### config.mk
export PLATFORM = sky130hd
export DESIGN_NAME = bus_arbiter
export DESIGN_NICKNAME = d
export VERILOG_FILES = /design/src/rtl/bus_arbiter_pkg.sv /design/src/rtl/bus_arbiter_rr_pick.sv /design/src/rtl/bus_arbiter.sv
export SDC_FILE = /design/constraint.sdc
export NUM_CORES = 1
export LEC_CHECK = 0
export ABC_AREA = 1
export CORE_ASPECT_RATIO = 1.1
export CORE_UTILIZATION = 59
export CTS_CLUSTER_DIAMETER = 60
export CTS_CLUSTER_SIZE = 16
export DETAILED_ROUTE_END_ITERATION = 8
export PLACE_DENSITY = 0.88
export SYNTH_ARGS = -nofsm -noshare
export SYNTH_HDL_FRONTEND = slang
export SYNTH_HIERARCHICAL = 1
export SYNTH_SLANG_ARGS = --single-unit
### constraint.sdc
create_clock -name clk -period 8.2 [get_ports clk]
set_input_delay 1.23 -clock clk [delete_from_list [all_inputs] [get_ports clk]]
set_output_delay 1.23 -clock clk [all_outputs]
set_load 0.02 [all_outputs]
### src/rtl/bus_arbiter_pkg.sv
// Shared types and constants for the round-robin system bus arbiter.
// Bus-side grant/request/strobe signals are active low; masters are indexed 0..N-1.
package bus_arbiter_pkg;

   localparam int unsigned MaxMasters = 8;

   localparam logic EnableN  = 1'b0;
   localparam logic DisableN = 1'b1;

   typedef enum logic {
      StIdle  = 1'b0,
      StOwned = 1'b1
   } arb_state_e;

   // Index of the set bit of a one-hot vector; zero when no bit is set.
   function automatic logic [2:0] onehot_to_idx(logic [MaxMasters-1:0] oh);
      logic [2:0] idx;
      idx = '0;
      for (int i = 0; i < int'(MaxMasters); i++) begin
         if (oh[i]) idx = 3'(i);
      end
      return idx;
   endfunction

endpackage

### src/rtl/bus_arbiter_rr_pick.sv
// Combinational round-robin pick: first set request scanning upward from start_i, wrapping.
// Produces a one-hot pick and a found flag.
module bus_arbiter_rr_pick #(
   parameter int unsigned NumReq = 4
) (
   input  logic [NumReq-1:0]         req_i,
   input  logic [$clog2(NumReq)-1:0] start_i,
   output logic [NumReq-1:0]         pick_o,
   output logic                      found_o
);

   localparam int unsigned IdxW = $clog2(NumReq);

   always_comb begin
      int idx;
      pick_o  = '0;
      found_o = 1'b0;
      idx     = 0;
      for (int k = 0; k < int'(NumReq); k++) begin
         idx = int'(start_i) + k;
         if (idx >= int'(NumReq)) idx = idx - int'(NumReq);
         if (!found_o && req_i[idx[IdxW-1:0]]) begin
            pick_o[idx[IdxW-1:0]] = 1'b1;
            found_o               = 1'b1;
         end
      end
   end

endmodule

### src/rtl/bus_arbiter.sv
// Round-robin system bus arbiter with registered active-low grants, owner index and an
// optional hold limit that forces re-arbitration once the owner's transfer strobe drops.
module bus_arbiter
   import bus_arbiter_pkg::*;
#(
   parameter int unsigned NUM_MASTERS = 4,
   parameter int unsigned MAX_HOLD    = 16
) (
   input  logic                           clk,
   input  logic                           reset_,
   input  logic [NUM_MASTERS-1:0]         BusReq_,
   input  logic [NUM_MASTERS-1:0]         BusAs_,
   output logic [NUM_MASTERS-1:0]         BusGrnt_,
   output logic [$clog2(NUM_MASTERS)-1:0] Owner,
   output logic                           OwnerVld
);

   localparam int unsigned OwnerW  = $clog2(NUM_MASTERS);
   localparam int unsigned HoldW   = (MAX_HOLD == 0) ? 1 : $clog2(MAX_HOLD + 1);
   localparam logic [HoldW-1:0] HoldMax = HoldW'(MAX_HOLD);

   arb_state_e             state_q, state_d;
   logic [OwnerW-1:0]      owner_q, owner_d;
   logic [HoldW-1:0]       hold_q, hold_d;
   logic [NUM_MASTERS-1:0] grant_n_q, grant_n_d;

   logic [NUM_MASTERS-1:0] req, owner_oh, cand_req, pick;
   logic [MaxMasters-1:0]  pick_ext;
   logic [OwnerW-1:0]      start_idx, pick_idx;
   logic                   found, owner_req, owner_busy, preempt;

   assign req        = ~BusReq_;
   assign owner_oh   = {{(NUM_MASTERS-1){1'b0}}, 1'b1} << owner_q;
   assign owner_req  = req[owner_q];
   assign owner_busy = ~BusAs_[owner_q];
   assign start_idx  = (owner_q == OwnerW'(NUM_MASTERS - 1)) ? '0 : owner_q + OwnerW'(1);
   // While owned, the owner is masked so a release or preemption always hands off to others.
   assign cand_req   = (state_q == StOwned) ? (req & ~owner_oh) : req;
   assign preempt    = (MAX_HOLD != 0) && (hold_q == HoldMax) && found && !owner_busy;

   bus_arbiter_rr_pick #(
      .NumReq (NUM_MASTERS)
   ) u_rr_pick (
      .req_i   (cand_req),
      .start_i (start_idx),
      .pick_o  (pick),
      .found_o (found)
   );

   always_comb begin
      pick_ext                  = '0;
      pick_ext[NUM_MASTERS-1:0] = pick;
      pick_idx                  = OwnerW'(onehot_to_idx(pick_ext));
   end

   always_comb begin
      state_d   = state_q;
      owner_d   = owner_q;
      hold_d    = hold_q;
      grant_n_d = grant_n_q;
      unique case (state_q)
         StIdle: begin
            if (found) begin
               state_d   = StOwned;
               owner_d   = pick_idx;
               grant_n_d = ~pick;
               hold_d    = HoldW'(1);
            end
         end
         StOwned: begin
            if (!owner_req || preempt) begin
               if (found) begin
                  owner_d   = pick_idx;
                  grant_n_d = ~pick;
                  hold_d    = HoldW'(1);
               end else begin
                  state_d   = StIdle;
                  grant_n_d = {NUM_MASTERS{DisableN}};
                  hold_d    = '0;
               end
            end else if ((MAX_HOLD != 0) && (hold_q != HoldMax)) begin
               hold_d = hold_q + HoldW'(1);
            end
         end
      endcase
   end

   always_ff @(posedge clk or negedge reset_) begin
      if (!reset_) begin
         state_q   <= StIdle;
         owner_q   <= '0;
         hold_q    <= '0;
         grant_n_q <= {NUM_MASTERS{DisableN}};
      end else begin
         state_q   <= state_d;
         owner_q   <= owner_d;
         hold_q    <= hold_d;
         grant_n_q <= grant_n_d;
      end
   end

   assign BusGrnt_ = grant_n_q;
   assign Owner    = owner_q;
   assign OwnerVld = (state_q == StOwned);

endmodule
==> key figures <==
STA
  – Fin Setup TNS: 0 ns
  – Final setup fails: 0
  – RSZ-0062 raised after global routing: no
  – Pins Over Slew Limit: 0
  – Max_slew headroom: between 50 and 60%
  – Tmin final: 3.51 ns
  – Hold WS: 0.522 ns
  – Worst Setup Slack, final: 4.69 ns
  – Final period utilization: 42.9%
  – Clock skew: 0.00244 ns
  – Max Fclk: 285 MHz
  – Worst Tran Pin Value: 0.727 ns
  – Fin. Hold Viols: 0

Final layout
  – Most common cell after layout, fill and taps aside: nand2_1
  – Final design area excluding fillers: approximately 1500 um^2
  – Nets: roughly 230
  – Core Util, Final: about three quarters
  – Fillers: approximately 180
  – Non-filler instance count after layout: around 230
  – FF+latch area: 305 um^2
  – Area taken by multi-input logic gates: 828 um^2
  – ANT cells: 0
  – Area Overhead vs Synth: 18.1%
  – Layout cells sized above 1: 11.8%
  – Most frequent cells in the layout: nand2_1 (49), nand3_1 (30), inv_1 (24)

Synthesis
  – Synthesized instance count: 184
  – Mapped Nets: 206
  – Distinct cell type count after synthesis: 20
  – Top-area cell type share of the netlist area: 16.2%
  – Top post-synthesis cells by area: dfrtp_1 (16%), nand2_1 (15%), ha_1 (12%)
  – Warnings, synthesis: 6
  – Synthesized flop and latch total: 12
  – Syn_area_per_cell: 6.73 um^2
  – Syn Std Cell Area: 1240 um^2
  – Synth area leader: dfrtp_1
  – Post-synthesis sequential area ratio: 24.6%

Placement
  – Placer Congestion: 0.903
  – Placed instance count: roughly 230
  – DP Area: around 1400 um^2
  – Place WS: approximately 4.7 ns
  – IO buf count: 16
  – Dpl hpwl: ~2100 um

Detailed routing
  – Iter 0 DRT Violations: 30
  – DR top layer: met4
  – Final WL: 2660 um
  – Met2 Wirelength: 1380 um
  – # DRC: 2
  – Drt pass-1 iters: 6
  – Drt via density: approximately 5.2
  – WL met1: 1170 um
  – Post-DRT Antenna Nets: 0
  – Via Count: 1208
  – Met3 WL: around 81 um
  – Drt wl/cell: 11.5 um

Worst setup path
  – Worst Path Max Fanout: 11
  – CP Launch Type: register
  – Slowest CP cell: nor2_1
  – Worst setup EP type: register
  – Setup CP Type: register to register
  – CP top delay family: simple AND/OR/NAND/NOR gates
  – CP required: 8.37 ns
  – Buf/Inv on CP: 3
  – Critical Path AT: 3.68 ns
  – CP Cell Sequence: ha_1, nor2_1, inv_2, ha_1, inv_1, nand3_1, nand2_1, nand2_4, nor2_4, nand2_1, inv_1, nand2_1, nand2_1, nand2_1, nand2_1, nand2_1
  – Crit path top cell by count: nand2_1
  – Critical path's largest stage delay: 0.58 ns

Power
  – Overall Power: 0.679 mW
  – Pleak: 0.770 nW
  – Worst VDD drop: roughly 0.36 mV
  – Flop pwr share: 16.0%
  – P_int: 0.295 mW
  – Switching part of the total power: 56.6%
  – Psw: 0.384 mW
  – Clk pwr share: 6.9%
  – Pwr/cell area: 465 nW/um^2
  – Logic pwr share: 77.2%

GRT
  – Largest net degree at the start of global routing: 13
  – First-pass GRT wire length: 4510 um
  – Gr ovfl total: 0
  – Total GRT Usage: 26.3%
  – Vias in the first global route: 1141
  – Initial antenna violation count: 0

Clock tree
  – CTS clock-pin slew for the worst setup and hold paths: about 0.080 ns
  – CTS hold repair buffers: 0
  – Cts bufs inserted: 3
  – Post-cts sizing count: 0
  – Setup bufs post-CTS: 0
  – Root Driver: clkbuf_4
  – TritonCTS clock tree: done
  – H-tree Lvls: 1
  – Sink count of the clock tree: 12
  – Clock Path Buffers: 2
  – Worst skew pair latency: approximately 0.27 ns

Floorplanning
  – Die Area: ~2300 um^2
  – Ports: 17
  – Initial Util: approximately three fifths
  – CORE AREA: 2000 um^2
  – Core Rows: 17
  – Die width: 45.7 um
  – Die Ht: 50.1 um

Outcome
  – Failing checks: DRC
  – Status: finished with violations

Hold path
  – Worst hold-check path type: register to register

Run
  – Max-Cap Viols: 0
[cells by family after synthesis]
kind of cell / Yosys count / share of synthesized area (%)
and+or+nand+nor: 118 / 47.6
buffers and inverters: 27 / 8.49
AOI/OAI and AO/OA: 12 / 5.05
adders and majority gates: 12 / 12.1
DFF: 12 / 24.6
xor gates and xnor gates: 3 / 2.12
[registers in the layout (all words and copies together) (netlist names)]
signal,cells
hold_q,5
BusGrnt_,4
Owner,2
OwnerVld,1
[final timing paths]
kind,from,to,slack [ns],depth (start not counted)
max in group asynchronous,reset_,BusGrnt_[3]$_DFFE_PN1P_,6.54,1
min reg2reg,BusGrnt_[3]$_DFFE_PN1P_,BusGrnt_[3]$_DFFE_PN1P_,0.52,2
max,Owner[0]$_DFFE_PN0P_,hold_q[0]$_DFFE_PN0P_,4.69,16
min,BusGrnt_[3]$_DFFE_PN1P_,BusGrnt_[3]$_DFFE_PN1P_,0.52,2
min in group asynchronous,reset_,OwnerVld$_DFF_PN0_,1.30,1
max reg2reg,Owner[0]$_DFFE_PN0P_,hold_q[0]$_DFFE_PN0P_,4.69,16
[final cells by class]
class | count | area share [%]
multi-input cells | 145 | 56.6
flip-flops and latches | 12 | 20.9
repair buffers | 16 | 10.9
inverters | 26 | 6.67
clock buffers | 4 | 2.48
well taps | 28 | 2.40
[power by group through the flow]
stage	sequential (mW)	clock (mW)	combinational (mW)
after floorplan	0.116	0	0.398
after global placement	0.109	0	0.498
after detailed placement	0.110	0	0.516
after CTS	0.108	0.0480	0.518
after global routing	0.112	0.0516	0.586
final	0.108	0.0466	0.524
[synth_stat cells]
cell,number
nand2_1,49
nand3_1,30
inv_1,24
nor2_1,22
ha_1,12
a21oi_1,9
dfrtp_1,8
dfstp_2,4
nand2_2,4
nand2_4,4
nand3_4,3
xor2_1,3
inv_2,2
nand3_2,2
nand4_1,2
o21ai_1,2
buf_4,1
nor2_4,1
o21a_1,1
or2_0,1
[per-layer routing]
layer | vias up | GRT usage [%]
met4 | 0 | 10.6
met2 | 33 | 45.7
met1 | 544 | 31.1
met5 | - | 0
met3 | 4 | 3.30
li1 | 627 | -
[worst register-to-register path: cells and delay by family (launching register included)]
kind | cells | cell delay (ns)
flops | 1 | 0.51
buf+inv | 3 | 0.45
fa+ha+maj | 2 | 0.67
simple gates | 11 | 1.78
No activity file was read; power rests on OpenSTA's default activity.
